**config.mk**
```make
export PLATFORM = sky130hd
export DESIGN_NAME = writeback_stage_flat
export DESIGN_NICKNAME = d
export VERILOG_FILES = /design/src/rtl/rv32_pkg.sv /design/src/rtl/writeback_stage_if.sv /design/src/rtl/wb_scoreboard.sv /design/src/rtl/writeback_stage.sv /design/src/flat_wrapper.sv
export SDC_FILE = /design/constraint.sdc
export NUM_CORES = 1
export LEC_CHECK = 0
export BUFFER_PORTS_ARGS = -buffer_cell sky130_fd_sc_hd__buf_2
export CORE_ASPECT_RATIO = 0.9
export CORE_MARGIN = 4
export CORE_UTILIZATION = 53
export DETAILED_ROUTE_END_ITERATION = 10
export PLACE_DENSITY_LB_ADDON = 0.25
export SETUP_SLACK_MARGIN = 0.5
export SLEW_MARGIN = 20
export SYNTH_ARGS = -nofsm -noshare
export SYNTH_HDL_FRONTEND = slang
export SYNTH_HIERARCHICAL = 1
export SYNTH_SLANG_ARGS = --single-unit
```
**constraint.sdc**
```tcl
create_clock -name clk_i -period 2.87 [get_ports clk_i]
set_clock_uncertainty 0.05 [all_clocks]
set_input_delay 0.574 -clock clk_i [delete_from_list [all_inputs] [get_ports clk_i]]
set_output_delay 0.574 -clock clk_i [all_outputs]
set_load 0.01 [all_outputs]
```
**src/rtl/rv32_pkg.sv**
```systemverilog
// Shared RV32 writeback types: register address, writeback request and sizing constants.
// Pure declarations; no latency or flow control of its own.
package rv32_pkg;

  localparam int WB_DATA_W = 32;
  localparam int WB_NREG   = 32;

  typedef logic [4:0] reg_addr_t;

  typedef struct packed {
    logic                 valid;
    reg_addr_t            rd;
    logic [WB_DATA_W-1:0] data;
  } wb_req_t;

  // x0 is hardwired zero, so a request targeting it never occupies the write port.
  function automatic logic writes_rf(input logic valid, input reg_addr_t rd);
    return valid && (rd != '0);
  endfunction

endpackage

```
**src/rtl/writeback_stage_if.sv**
```systemverilog
// Writeback port bundle: ALU result, handshaked LSU/mul-div response, issue/hazard lines, RF write port.
// Only lsu_valid_i/lsu_ready_o carry backpressure; every other signal is sampled or driven per cycle.
interface writeback_stage_if
  import rv32_pkg::*;
#(
  parameter int DATA_W = WB_DATA_W,
  parameter int REG_AW = $clog2(WB_NREG)
);

  logic              alu_valid_i;
  logic [REG_AW-1:0] alu_rd_i;
  logic [DATA_W-1:0] alu_data_i;

  logic              lsu_valid_i;
  logic              lsu_ready_o;
  logic [REG_AW-1:0] lsu_rd_i;
  logic [DATA_W-1:0] lsu_data_i;

  logic              issue_long_i;
  logic [REG_AW-1:0] issue_rd_i;
  logic [REG_AW-1:0] rs1_addr_i;
  logic [REG_AW-1:0] rs2_addr_i;
  logic              hazard_o;

  logic              rf_we_o;
  logic [REG_AW-1:0] rf_waddr_o;
  logic [DATA_W-1:0] rf_wdata_o;

  modport slave (
    input  alu_valid_i, alu_rd_i, alu_data_i,
    input  lsu_valid_i, lsu_rd_i, lsu_data_i,
    input  issue_long_i, issue_rd_i, rs1_addr_i, rs2_addr_i,
    output lsu_ready_o, hazard_o,
    output rf_we_o, rf_waddr_o, rf_wdata_o
  );

  modport master (
    output alu_valid_i, alu_rd_i, alu_data_i,
    output lsu_valid_i, lsu_rd_i, lsu_data_i,
    output issue_long_i, issue_rd_i, rs1_addr_i, rs2_addr_i,
    input  lsu_ready_o, hazard_o,
    input  rf_we_o, rf_waddr_o, rf_wdata_o
  );

endinterface

```
**src/rtl/wb_scoreboard.sv**
```systemverilog
// Busy bits for in-flight long-latency destinations; set/clear on the clock edge, two combinational reads.
// Set wins over a same-cycle clear of the same register; bit 0 is never busy.
module wb_scoreboard
  import rv32_pkg::*;
#(
  parameter  int NREG = WB_NREG,
  localparam int AW   = $clog2(NREG)
) (
  input  logic          clk_i,
  input  logic          rst_ni,
  input  logic          set_en_i,
  input  logic [AW-1:0] set_addr_i,
  input  logic          clr_en_i,
  input  logic [AW-1:0] clr_addr_i,
  input  logic [AW-1:0] ra0_i,
  input  logic [AW-1:0] ra1_i,
  output logic          busy0_o,
  output logic          busy1_o
);

  logic [NREG-1:0] busy_q;
  logic [NREG-1:0] busy_d;

  always_comb begin
    busy_d = busy_q;
    if (clr_en_i) busy_d[clr_addr_i] = 1'b0;
    if (set_en_i) busy_d[set_addr_i] = 1'b1;
    busy_d[0] = 1'b0;
  end

  always_ff @(posedge clk_i or negedge rst_ni) begin
    if (!rst_ni) busy_q <= '0;
    else         busy_q <= busy_d;
  end

  assign busy0_o = busy_q[ra0_i];
  assign busy1_o = busy_q[ra1_i];

  // Decode must stall on WAW, unless the old result retires on this very edge.
  a_no_waw_issue: assert property (@(posedge clk_i) disable iff (!rst_ni)
    (set_en_i && !(clr_en_i && (clr_addr_i == set_addr_i))) |-> !busy_q[set_addr_i]);

  a_resp_was_busy: assert property (@(posedge clk_i) disable iff (!rst_ni)
    clr_en_i |-> busy_q[clr_addr_i]);

endmodule

```
**src/rtl/writeback_stage.sv**
```systemverilog
// Merges ALU results and LSU/mul-div responses onto the single RF write port; 1-cycle registered write.
// ALU is never stalled; an LSU response losing to the ALU parks in a 1-entry hold and drops lsu_ready_o.
module writeback_stage
  import rv32_pkg::*;
#(
  parameter  int DATA_W = WB_DATA_W,
  parameter  int NREG   = WB_NREG,
  localparam int REG_AW = $clog2(NREG)
) (
  input  logic               clk_i,
  input  logic               rst_ni,
  writeback_stage_if.slave   wb
);

  typedef struct packed {
    logic              valid;
    logic [REG_AW-1:0] rd;
    logic [DATA_W-1:0] data;
  } req_t;

  req_t hold_q, hold_d;
  req_t win;
  logic win_long;

  logic alu_wr, lsu_fire, lsu_wr, set_en;

  logic              rf_we_q,    rf_we_d;
  logic [REG_AW-1:0] rf_waddr_q, rf_waddr_d;
  logic [DATA_W-1:0] rf_wdata_q, rf_wdata_d;

  logic busy_rs1, busy_rs2;

  assign wb.lsu_ready_o = !hold_q.valid;
  assign lsu_fire       = wb.lsu_valid_i && !hold_q.valid;
  assign alu_wr         = writes_rf(wb.alu_valid_i, wb.alu_rd_i);
  assign lsu_wr         = writes_rf(lsu_fire, wb.lsu_rd_i);
  assign set_en         = writes_rf(wb.issue_long_i, wb.issue_rd_i);

  // Write-port arbitration: ALU, then the parked response, then a fresh LSU response.
  always_comb begin
    hold_d   = hold_q;
    win      = '0;
    win_long = 1'b0;
    if (alu_wr) begin
      win.valid = 1'b1;
      win.rd    = wb.alu_rd_i;
      win.data  = wb.alu_data_i;
      if (lsu_wr) begin
        hold_d.valid = 1'b1;
        hold_d.rd    = wb.lsu_rd_i;
        hold_d.data  = wb.lsu_data_i;
      end
    end else if (hold_q.valid) begin
      win          = hold_q;
      win_long     = 1'b1;
      hold_d.valid = 1'b0;
    end else if (lsu_wr) begin
      win.valid = 1'b1;
      win.rd    = wb.lsu_rd_i;
      win.data  = wb.lsu_data_i;
      win_long  = 1'b1;
    end
  end

  always_comb begin
    rf_we_d    = win.valid;
    rf_waddr_d = win.valid ? win.rd   : rf_waddr_q;
    rf_wdata_d = win.valid ? win.data : rf_wdata_q;
  end

  always_ff @(posedge clk_i or negedge rst_ni) begin
    if (!rst_ni) begin
      hold_q     <= '0;
      rf_we_q    <= 1'b0;
      rf_waddr_q <= '0;
      rf_wdata_q <= '0;
    end else begin
      hold_q     <= hold_d;
      rf_we_q    <= rf_we_d;
      rf_waddr_q <= rf_waddr_d;
      rf_wdata_q <= rf_wdata_d;
    end
  end

  assign wb.rf_we_o    = rf_we_q;
  assign wb.rf_waddr_o = rf_waddr_q;
  assign wb.rf_wdata_o = rf_wdata_q;

  // Busy clears on the edge that loads the write, so hazard drops in the rf_we_o cycle (write-first RF).
  wb_scoreboard #(.NREG(NREG)) u_scoreboard (
    .clk_i      (clk_i),
    .rst_ni     (rst_ni),
    .set_en_i   (set_en),
    .set_addr_i (wb.issue_rd_i),
    .clr_en_i   (win_long),
    .clr_addr_i (win.rd),
    .ra0_i      (wb.rs1_addr_i),
    .ra1_i      (wb.rs2_addr_i),
    .busy0_o    (busy_rs1),
    .busy1_o    (busy_rs2)
  );

  assign wb.hazard_o = busy_rs1 | busy_rs2;

  a_hold_blocks_fire: assert property (@(posedge clk_i) disable iff (!rst_ni)
    hold_q.valid |-> !lsu_fire);

endmodule

```
**src/flat_wrapper.sv**
```systemverilog
// flat-port wrapper written by rule: the top's interface ports become plain ports
module writeback_stage_flat import rv32_pkg::*;
#(
  parameter  int DATA_W = WB_DATA_W,
  parameter  int NREG   = WB_NREG,
  localparam int REG_AW = $clog2(NREG)
)
  (clk_i, rst_ni, wb_alu_valid_i, wb_alu_rd_i, wb_alu_data_i, wb_lsu_valid_i, wb_lsu_rd_i, wb_lsu_data_i, wb_issue_long_i, wb_issue_rd_i, wb_rs1_addr_i, wb_rs2_addr_i, wb_lsu_ready_o, wb_hazard_o, wb_rf_we_o, wb_rf_waddr_o, wb_rf_wdata_o);
  writeback_stage_if #(.DATA_W(DATA_W)) wb_i ();
  input  logic clk_i;
  input  logic rst_ni;
  input wire logic [$bits(wb_i.alu_valid_i)-1:0] wb_alu_valid_i;
  input wire logic [$bits(wb_i.alu_rd_i)-1:0] wb_alu_rd_i;
  input wire logic [$bits(wb_i.alu_data_i)-1:0] wb_alu_data_i;
  input wire logic [$bits(wb_i.lsu_valid_i)-1:0] wb_lsu_valid_i;
  input wire logic [$bits(wb_i.lsu_rd_i)-1:0] wb_lsu_rd_i;
  input wire logic [$bits(wb_i.lsu_data_i)-1:0] wb_lsu_data_i;
  input wire logic [$bits(wb_i.issue_long_i)-1:0] wb_issue_long_i;
  input wire logic [$bits(wb_i.issue_rd_i)-1:0] wb_issue_rd_i;
  input wire logic [$bits(wb_i.rs1_addr_i)-1:0] wb_rs1_addr_i;
  input wire logic [$bits(wb_i.rs2_addr_i)-1:0] wb_rs2_addr_i;
  output wire logic [$bits(wb_i.lsu_ready_o)-1:0] wb_lsu_ready_o;
  output wire logic [$bits(wb_i.hazard_o)-1:0] wb_hazard_o;
  output wire logic [$bits(wb_i.rf_we_o)-1:0] wb_rf_we_o;
  output wire logic [$bits(wb_i.rf_waddr_o)-1:0] wb_rf_waddr_o;
  output wire logic [$bits(wb_i.rf_wdata_o)-1:0] wb_rf_wdata_o;
  assign wb_i.alu_valid_i = wb_alu_valid_i;
  assign wb_i.alu_rd_i = wb_alu_rd_i;
  assign wb_i.alu_data_i = wb_alu_data_i;
  assign wb_i.lsu_valid_i = wb_lsu_valid_i;
  assign wb_i.lsu_rd_i = wb_lsu_rd_i;
  assign wb_i.lsu_data_i = wb_lsu_data_i;
  assign wb_i.issue_long_i = wb_issue_long_i;
  assign wb_i.issue_rd_i = wb_issue_rd_i;
  assign wb_i.rs1_addr_i = wb_rs1_addr_i;
  assign wb_i.rs2_addr_i = wb_rs2_addr_i;
  assign wb_lsu_ready_o = wb_i.lsu_ready_o;
  assign wb_hazard_o = wb_i.hazard_o;
  assign wb_rf_we_o = wb_i.rf_we_o;
  assign wb_rf_waddr_o = wb_i.rf_waddr_o;
  assign wb_rf_wdata_o = wb_i.rf_wdata_o;
  writeback_stage #(.DATA_W(DATA_W), .NREG(NREG)) u_core (.clk_i(clk_i), .rst_ni(rst_ni), .wb(wb_i));
endmodule
```
==> reports/results.ini, run 1 <==
[cts]
root_buffer = clkbuf_8
numClockSinks = 107
clock_path_buffers = 2
clk_latency_ps = 370
cts_inserted_buffers = 9
cts_hold_buffers = 0
cts_tree = yes
htreeDepth = 3
path_clk_slew_ps = 110

[setup_path]
rr_startpoint = u_core/hold_q[37]$_DFFE_PN0P_
endpoint_kind = output pin
worst-path-buf-inv = 1
slowest_stage = mux4_2
critPathKind = register to output pin
cp_max_fo = 3
r2r_setup_slack_ps = 800
crit_chain = mux4_2 -> nand2b_4 -> o211ai_1 -> nand4_1 -> or2_4 -> buf_6
r2r_cells = 7
cp_num_cells = 6
critical_path_arrival_ps = 1980
start_kind = register
worstReg2RegEnd = u_core/u_scoreboard/busy_q[12]$_DFF_PN0_
crit_required_ps = 2250
crit_family = simple AND/OR/NAND/NOR gates
max_stage_delay_ps = 470

[floorplanning]
die_area_um2 = 11500
start_util = 0.540
ios = 134
coreArea_um2 = 9660
placement_rows = 34
die_h_um = 102
die_x_um = 113

[yosys]
netlist_area_um2 = 5220
synth.yosys.seq_area_share = 0.513
syn_avg_cell_area_um2 = 11.1
yosysWarnings = 6
syn_nets = 562
synth_edf_count = 0
synth_flop_cell = dfrtp_1
ys_ff_latch = 107
syn_inst = 468
async_flop_share = 1.00
yosysUniqueCellTypes = 39

[routing]
firstDrtPassIters = 5
routed_wl_mm = 13.2
drt_iter0_drc = 292
drt-vias-per-instance = 5.95
vias = 4349
wl_per_cell_um = 18.0
drt_drc_violations_left = 0
ant_nets = 0

[pwr]
finalPower_mw = 3.90
power_density_nw_per_um2 = 612
p_leak_nw = 2.78
peakVddDrop_v = 0.000264

[place]
dp_hpwl_mm = 9.84
dpl-instance-area_um2 = 6090
gp_congestion = 0.881
dp_cells = 714
port_buffers = 133
dp_slack_ps = 141

[sta]
drv_slew = 0
whs_ps = 189
post-route-period-util = 0.908
timing.fmax_ghz = 0.384
slew_headroom = 0.518
setup_tns_ps = 0
finalWorstSetupSlack_ps = 263
min_period_ps = 2610
tightest_slew_ps = 724
finalHoldViolations = 0
finalSetupViolations = 0
rsz0062_at_grt = yes

[worst_hold_path]
holdCritPathClass = input pin to asynchronous set/reset pin

[flow_run]
cap_violations = 0

[finish]
antennaDiodeCount = 0
final_cells = 731
mostFrequentLayoutCell = buf_2
fin_area_um2 = 6360
drive_gt1_frac = 0.374
final.fill_count = 780
nets = 694
final_cell_mix = 129 x buf_2, 106 x dfrtp_1, 50 x o21ai_0
area_delta_synth_final_pct = 21.9
finish.utilization = 0.659

[status]
status = completed

[global_route]
grt_use_total = 0.229
gr-total-overflow = 0
grt_max_degree = 56
antenna_found_initial = 0
grt_pass1_vias = 4285
grt_first_pass_wirelength_mm = 21.2

[state kept, by name (all words and copies together) (netlist names)]
register,count
u_core/hold_q,38
u_core/wb.rf_wdata_o,32
u_core/u_scoreboard/busy_q,31
u_core/wb.rf_waddr_o,5
u_core/wb.rf_we_o,1
[per-layer routing]
metal,up-vias,share of wire,track usage
li1,2045,-,-
met1,2140,0.44,0.313
met2,150,0.48,0.375
met3,14,0.075,0.0645
met4,0,0.0093,0.0425
met5,-,0,0
[worst register-to-register path: stages (launching register included)]
cell and delay, ps:
dfrtp_2 500, buf_4 220, and2_1 160, a31oi_1 190, o21ai_2 120, or3b_4 440
o21ai_0 180, o21ai_0 100
[worst max-delay path by stage]
stage / startpoint / endpoint / slack [ps]
detailed placement: wb_alu_rd_i[1] / u_core/hold_q[6]$_DFFE_PN0P_ / 140
floorplan: wb_alu_rd_i[1] / u_core/u_scoreboard/busy_q[31]$_DFF_PN0_ / 440
CTS: u_core/u_scoreboard/busy_q[23]$_DFF_PN0_ / wb_hazard_o / 260
global route: u_core/u_scoreboard/busy_q[4]$_DFF_PN0_ / wb_hazard_o / 190
finish: u_core/u_scoreboard/busy_q[4]$_DFF_PN0_ / wb_hazard_o / 260
global placement: wb_alu_rd_i[1] / u_core/hold_q[2]$_DFFE_PN0P_ / 200
[power by group]
part | switching [mW] | internal (mW) | leakage, nW | total (mW)
logic | 0.449 | 0.465 | 1.41 | 0.915
registers | 0.214 | 1.81 | 1.26 | 2.02
clock network | 0.518 | 0.441 | 0.106 | 0.958
total | 1.18 | 2.71 | 2.78 | 3.90
[kinds of logic after synthesis]
logic type / after synthesis / share of synthesized area
buffers and inverters: 33 / 0.0319
muxes: 60 / 0.138
and+or+nand+nor: 104 / 0.101
AOI/OAI and AO/OA: 164 / 0.216
DFF: 107 / 0.513
[synthesized netlist by cell type, types with 2 or more instances]
cell	instances	area share
buf_4	4	0.0058
mux2i_1	18	0.035
nand3b_1	11	0.016
nand2_1	12	0.0086
o21a_1	2	0.0029
clkbuf_1	13	0.0094
nand2b_1	5	0.0060
a211oi_1	2	0.0029
a21o_1	5	0.0072
o211ai_1	2	0.0029
nand3_1	12	0.012
mux2_2	35	0.076
or3b_2	4	0.0067
or3_1	2	0.0024
o2111ai_1	2	0.0034
mux4_2	6	0.026
nand4_1	2	0.0024
dfrtp_1	107	0.51
a221oi_1	32	0.054
buf_2	10	0.0096
inv_1	4	0.0029
a31oi_1	4	0.0048
a22oi_1	4	0.0058
buf_6	2	0.0043
o21ai_0	67	0.064
o2bb2ai_1	33	0.055
nor2b_1	4	0.0048
and2_1	4	0.0048
nor2_1	43	0.031
a21oi_1	8	0.0077
[repair_timing]
item | 4_1_cts | 5_1_grt
pin swaps | 3 | 2
gates resized for setup | 7 | 4
setup endpoints to repair | 1 | 20
setup buffers | 0 | 1
[area by class of cell]
| cell class | count | area, um2 | share of cell area |
|---|---|---|---|
| clock buffer | 11 | 141 | 0.0222 |
| clock inverter | 5 | 67.6 | 0.0106 |
| inverter | 4 | 15.0 | 0.00236 |
| multi-input combinational | 328 | 2460 | 0.387 |
| sequential | 107 | 2680 | 0.421 |
| tap | 126 | 158 | 0.0248 |
| timing repair buffer | 150 | 836 | 0.131 |
Power figures use the tool's default switching activity.
==> run 2, diff against run 1 <==
--- a/config.mk
+++ b/config.mk
@@ -8,7 +8,7 @@
 export BUFFER_PORTS_ARGS = -buffer_cell sky130_fd_sc_hd__buf_2
 export CORE_ASPECT_RATIO = 0.9
 export CORE_MARGIN = 4
-export CORE_UTILIZATION = 53
+export CORE_UTILIZATION = 41
 export DETAILED_ROUTE_END_ITERATION = 10
 export PLACE_DENSITY_LB_ADDON = 0.25
 export SETUP_SLACK_MARGIN = 0.5
==> run 2 against run 1 <==
Effect of this change:
- cell area is 2.9% higher
- clock-buffer cell count stayed put
- die area is 27% higher
- setup slack better by 16 ps
- via count is 1.3% higher
- cell count is 5.3% higher
- sequential share of layout area is 1.2 points lower
- largest cell class unchanged
- critical path type unchanged
- clock power is 33% higher
- core utilization is 13 points lower
- first-iteration DRC count is 39% lower
- highest routed layer is now met5
==> reports/results.ini, run 2 (synthesized netlist as in run 1, its figures left out) <==
[global_route]
grt_use_total = 0.201  ; was 0.229
antenna_found_initial = 1  ; was 0
grt_pass1_vias = 4758  ; was 4285
grt_max_degree = 38  ; was 56
grt_first_pass_wirelength_mm = 23.7  ; was 21.2 mm
gr-total-overflow = 0  ; unchanged

[pwr]
finalPower_mw = 4.23  ; was 3.90 mW
switching_share = 0.292  ; was 0.303
p_comb_frac = 0.221  ; was 0.235
peakVddDrop_v = 0.000334  ; was 0.000264 V
seqPwrFrac = 0.479  ; was 0.519
cell_internal_pwr_mw = 3.00  ; was 2.71 mW
p_leak_nw = 2.85  ; was 2.78 nW
power_density_nw_per_um2 = 646  ; was 612 nW/um2
p_sw_mw = 1.24  ; was 1.18 mW
clkPwrFrac = 0.300  ; was 0.246

[cts]
numClockSinks = 107  ; unchanged
path_clk_slew_ps = 70  ; was 110 ps
clk_latency_ps = 340  ; was 370 ps
cts_tree = yes  ; unchanged
clock_path_buffers = 2  ; unchanged
root_buffer = clkbuf_16  ; was clkbuf_8
cts_inserted_buffers = 9  ; unchanged
htreeDepth = 3  ; unchanged

[floorplanning]
start_util = 0.425  ; was 0.540
placement_rows = 38  ; was 34
die_h_um = 115  ; was 102 um
die_x_um = 127  ; was 113 um
coreArea_um2 = 12300  ; was 9660 um2
die_area_um2 = 14600  ; was 11500 um2
ios = 134  ; unchanged

[sta]
drv_slew = 0  ; unchanged
post-route-period-util = 0.903  ; was 0.908
rsz0062_at_grt = yes  ; unchanged
tightest_slew_ps = 489  ; was 724 ps
whs_ps = 135  ; was 189 ps
finalHoldViolations = 0  ; unchanged
finalSetupViolations = 0  ; unchanged
min_period_ps = 2590  ; was 2610 ps
timing.fmax_ghz = 0.386  ; was 0.384 GHz
slew_headroom = 0.674  ; was 0.518
setup_tns_ps = 0  ; unchanged

[finish]
final.fill_count = 1112  ; was 780
drive_gt1_frac = 0.375  ; was 0.374
final_cells = 770  ; was 731
area_delta_synth_final_pct = 25.5  ; was 21.9%
largest_register_ffs = 38  ; unchanged
multiInputGateArea_um2 = 2450  ; was 2460 um2
nets = 699  ; was 694
antennaDiodeCount = 0  ; unchanged
regArea_um2 = 2680  ; unchanged
regMostFlops = u_core/hold_q  ; unchanged
mostFrequentLayoutCell = buf_2  ; unchanged
final_cell_mix = 129 x buf_2, 106 x dfrtp_1, 50 x o21ai_0  ; unchanged

[setup_path]
max_stage_delay_ps = 470  ; about the same
critPathKind = register to output pin  ; unchanged
crit_family = simple AND/OR/NAND/NOR gates  ; unchanged
crit_required_ps = 2250  ; about the same
crit_chain = mux4_2 -> nand2b_4 -> o211ai_1 -> nand4_1 -> or2_4 -> buf_6  ; unchanged
slowest_stage = mux4_2  ; unchanged
start_kind = register  ; unchanged
critical_path_arrival_ps = 1970  ; was 1980 ps
endpoint_kind = output pin  ; unchanged
cp_max_fo = 3  ; unchanged
worst-path-buf-inv = 1  ; unchanged

[place]
port_buffers = 133  ; unchanged
dp_cells = 751  ; was 714
gp_congestion = 0.877  ; was 0.881
dp_hpwl_mm = 10.5  ; was 9.84 mm

[routing]
drt-vias-per-instance = 5.72  ; was 5.95
firstDrtPassIters = 5  ; unchanged
ant_nets = 0  ; unchanged
drt_drc_violations_left = 0  ; unchanged
wl_per_cell_um = 18.5  ; was 18.0 um
vias = 4406  ; was 4349
drt_iter0_drc = 178  ; was 292
routed_wl_mm = 14.2  ; was 13.2 mm

[flow_run]
cap_violations = 0  ; unchanged

[worst_hold_path]
holdCritPathClass = input pin to asynchronous set/reset pin  ; unchanged

[status]
status = completed  ; unchanged

## run 2: cell type report
| cell class | count | area share |
|---|---|---|
| clock buffer | 11 | 0.0371 |
| clock inverter | 5 | 0.0103 |
| inverter | 4 | 0.00229 |
| multi-input combinational | 328 | 0.374 |
| sequential | 107 | 0.409 |
| tap | 160 | 0.0306 |
| timing repair buffer | 155 | 0.136 |
## run 2: worst paths after layout
kind                       cells after the start                                 endpoint                                     from  slack [ps]
max                                            6                              wb_hazard_o  u_core/u_scoreboard/busy_q[4]$_DFF_PN0_         280
min                                            1     u_core/wb.rf_wdata_o[16]$_DFFE_PN0P_                                   rst_ni         130
max reg2reg                                    7  u_core/u_scoreboard/busy_q[1]$_DFF_PN0_            u_core/hold_q[37]$_DFFE_PN0P_         710
min reg2reg                                    1      u_core/wb.rf_waddr_o[3]$_DFFE_PN0P_      u_core/wb.rf_waddr_o[3]$_DFFE_PN0P_         430
max in group asynchronous                      2            u_core/hold_q[37]$_DFFE_PN0P_                                   rst_ni        1830
min in group clk_i                             2            u_core/hold_q[27]$_DFFE_PN0P_                        wb_lsu_data_i[27]         410
## run 2: worst reg2reg max path, stage by stage (launching register included)
cell	delay, ps
dfrtp_2	550
inv_1	170
a31oi_1	330
o21ai_4	100
buf_4	170
or3_1	360
o21ai_0	190
o21ai_0	120
## run 2: power groups by stage
stage	registers, mW	logic (mW)	clock network, mW
3_5_place_dp	2.05	0.914	0
5_1_grt	2.07	1.04	1.36
4_1_cts	2.02	0.937	1.30
6_report	2.03	0.933	1.27
2_1_floorplan	2.00	0.558	0
3_3_place_gp	2.03	0.879	0
## run 2: layer usage
layer / vias to the layer above / wire, um / track usage
li1: 2054 / - / -
met1: 2169 / 6110 / 0.260
met2: 155 / 6790 / 0.326
met3: 26 / 1000 / 0.0506
met4: 2 / 317 / 0.0793
met5: - / 7 / 0
## run 2: timing repair
action	in CTS	in global routing
hold buffers	0	0
setup buffers	2	1
resized for setup	7	4
endpoints found under the setup margin	3	31
pin swaps	6	3
## run 2: through the flow
stage | cell area (um2) | setup slack [ps] | utilization
4_1_cts | 6520 | 293 | 0.532
3_5_place_dp | 6160 | 175 | 0.502
2_1_floorplan | 5280 | 444 | -
3_3_place_gp | 6160 | 210 | 0.502
6_report | 6550 | 279 | 0.534
5_1_grt | 6550 | 202 | 0.534
==> run 3, diff against run 2 <==
--- a/config.mk
+++ b/config.mk
@@ -8,7 +8,7 @@
 export BUFFER_PORTS_ARGS = -buffer_cell sky130_fd_sc_hd__buf_2
 export CORE_ASPECT_RATIO = 0.9
 export CORE_MARGIN = 4
-export CORE_UTILIZATION = 41
+export CORE_UTILIZATION = 30
 export DETAILED_ROUTE_END_ITERATION = 10
 export PLACE_DENSITY_LB_ADDON = 0.25
 export SETUP_SLACK_MARGIN = 0.5
==> run 3 against run 2 <==
Effect of this change:
- core utilization is 14 points lower
- critical path depth unchanged
- highest routed layer unchanged
- total power rose by 2.3%
==> reports/results.ini, run 3 (synthesized netlist as in run 1, its figures left out) <==
[routing]
drt-vias-per-instance = 5.20  ; was 5.72
ant_nets = 0  ; unchanged
firstDrtPassIters = 4  ; was 5
routed_wl_mm = 15.0  ; was 14.2 mm
vias = 4391  ; was 4406
drt_iter0_drc = 250  ; was 178
wl_per_cell_um = 17.8  ; was 18.5 um
drt_drc_violations_left = 0  ; unchanged

[status]
status = completed  ; unchanged

[finish]
fin_area_um2 = 6650  ; was 6550 um2
regMostFlops = u_core/hold_q  ; unchanged
nets = 697  ; was 699
mostFrequentLayoutCell = buf_2  ; unchanged
finish.utilization = 0.393  ; was 0.534
final_cell_mix = 129 x buf_2, 106 x dfrtp_1, 46 x o21ai_0  ; was 129 x buf_2, 106 x dfrtp_1, 50 x o21ai_0
drive_gt1_frac = 0.380  ; was 0.375
area_delta_synth_final_pct = 27.5  ; was 25.5%
final_cells = 844  ; was 770
largest_register_ffs = 38  ; unchanged

[pwr]
power_density_nw_per_um2 = 650  ; was 646 nW/um2
clkPwrFrac = 0.314  ; was 0.300
p_leak_nw = 2.84  ; was 2.85 nW
cell_internal_pwr_mw = 3.10  ; was 3.00 mW
finalPower_mw = 4.33  ; was 4.23 mW
p_comb_frac = 0.217  ; was 0.221
switching_share = 0.285  ; was 0.292
p_sw_mw = 1.23  ; was 1.24 mW
seqPwrFrac = 0.469  ; was 0.479
peakVddDrop_v = 0.000284  ; was 0.000334 V

[cts]
cts_hold_buffers = 0  ; unchanged
clock_path_buffers = 2  ; unchanged
numClockSinks = 107  ; unchanged
root_buffer = clkbuf_16  ; unchanged
cts_tree = yes  ; unchanged
clk_latency_ps = 350  ; was 340 ps
cts_inserted_buffers = 9  ; unchanged
path_clk_slew_ps = 70  ; about the same
htreeDepth = 3  ; unchanged

[setup_path]
cp_num_cells = 6  ; unchanged
max_stage_delay_ps = 490  ; was 470 ps
rr_startpoint = u_core/hold_q[37]$_DFFE_PN0P_  ; unchanged
critical_path_arrival_ps = 1950  ; was 1970 ps
worst-path-buf-inv = 1  ; unchanged
start_kind = register  ; unchanged
critPathKind = register to output pin  ; unchanged
crit_chain = mux4_2 -> nand2b_4 -> o2111ai_2 -> nand4_1 -> or2_4 -> buf_6  ; was mux4_2 -> nand2b_4 -> o211ai_1 -> nand4_1 -> or2_4 -> buf_6
endpoint_kind = output pin  ; unchanged
crit_required_ps = 2250  ; about the same
slowest_stage = mux4_2  ; unchanged
crit_family = simple AND/OR/NAND/NOR gates  ; unchanged
r2r_setup_slack_ps = 780  ; was 710 ps
cp_max_fo = 3  ; unchanged
r2r_cells = 8  ; was 7
worstReg2RegEnd = u_core/u_scoreboard/busy_q[1]$_DFF_PN0_  ; unchanged

[floorplanning]
start_util = 0.308  ; was 0.425
coreArea_um2 = 16900  ; was 12300 um2
ios = 134  ; unchanged
die_h_um = 133  ; was 115 um
die_area_um2 = 19600  ; was 14600 um2
die_x_um = 147  ; was 127 um
placement_rows = 45  ; was 38

[sta]
whs_ps = 132  ; was 135 ps
post-route-period-util = 0.897  ; was 0.903
finalHoldViolations = 0  ; unchanged
finalWorstSetupSlack_ps = 296  ; was 279 ps
tightest_slew_ps = 491  ; was 489 ps
rsz0062_at_grt = yes  ; unchanged
slew_headroom = 0.673  ; was 0.674
setup_tns_ps = 0  ; unchanged
min_period_ps = 2570  ; was 2590 ps
drv_slew = 0  ; unchanged
finalSetupViolations = 0  ; unchanged
timing.fmax_ghz = 0.389  ; was 0.386 GHz

[place]
dp_hpwl_mm = 11.1  ; was 10.5 mm
gp_congestion = 0.824  ; was 0.877
dp_slack_ps = 183  ; was 175 ps
dp_cells = 824  ; was 751
port_buffers = 133  ; unchanged
dpl-instance-area_um2 = 6240  ; was 6160 um2

[global_route]
grt_first_pass_wirelength_mm = 24.3  ; was 23.7 mm
gr-total-overflow = 0  ; unchanged
grt_use_total = 0.156  ; was 0.201
antenna_found_initial = 4  ; was 1
grt_max_degree = 72  ; was 38
grt_pass1_vias = 4513  ; was 4758

[worst_hold_path]
holdCritPathClass = input pin to asynchronous set/reset pin  ; unchanged

[flow_run]
cap_violations = 0  ; unchanged

[run 3: changes by cell type in the layout (fill, tap and decap cells not counted), sizes merged]
cell / delta
clkbuf: +1
buf: -2
inv: -3
diode: +1
clkinvlp: +1
bufinv: +1
[run 3: area by class of cell]
type	instances	area, um2
fill	1672	10300
multi-input combinational	328	2470
tap	235	294
clock inverter	4	72.6
timing repair buffer	153	858
antenna	1	2.50
clock buffer	12	256
sequential	107	2680
inverter	4	15.0
[run 3: worst max path at each step]
stage,from,end
finish,u_core/u_scoreboard/busy_q[23]$_DFF_PN0_,wb_hazard_o
global route,u_core/u_scoreboard/busy_q[23]$_DFF_PN0_,wb_hazard_o
CTS,u_core/u_scoreboard/busy_q[7]$_DFF_PN0_,wb_hazard_o
detailed placement,wb_alu_rd_i[1],u_core/u_scoreboard/busy_q[14]$_DFF_PN0_
global placement,wb_alu_rd_i[1],u_core/u_scoreboard/busy_q[12]$_DFF_PN0_
floorplan,wb_alu_rd_i[1],u_core/u_scoreboard/busy_q[31]$_DFF_PN0_
[run 3: timing repair]
item | in CTS | in global routing
endpoints found under the hold margin | 0 | 0
pin swaps | 6 | 4
setup buffers | 0 | 3
resized for setup | 8 | 9
endpoints found under the setup margin | 1 | 18
[run 3: power by group through the flow]
stage          Clock, mW  Sequential (mW)  Combinational, mW
6_report            1.36             2.03              0.938
2_1_floorplan          0             2.00              0.558
4_1_cts             1.40             2.03              0.935
3_3_place_gp           0             2.04              0.878
3_5_place_dp           0             2.05              0.910
5_1_grt             1.47             2.07               1.05
[run 3: metal layers]
layer / wire length, um / global-route usage / up-vias
met1: 6530 / 0.199 / 2156
met4: 123 / 0.0347 / 8
met2: 7060 / 0.244 / 149
met5: 54 / 0 / -
met3: 1270 / 0.0697 / 20
li1: - / - / 2058
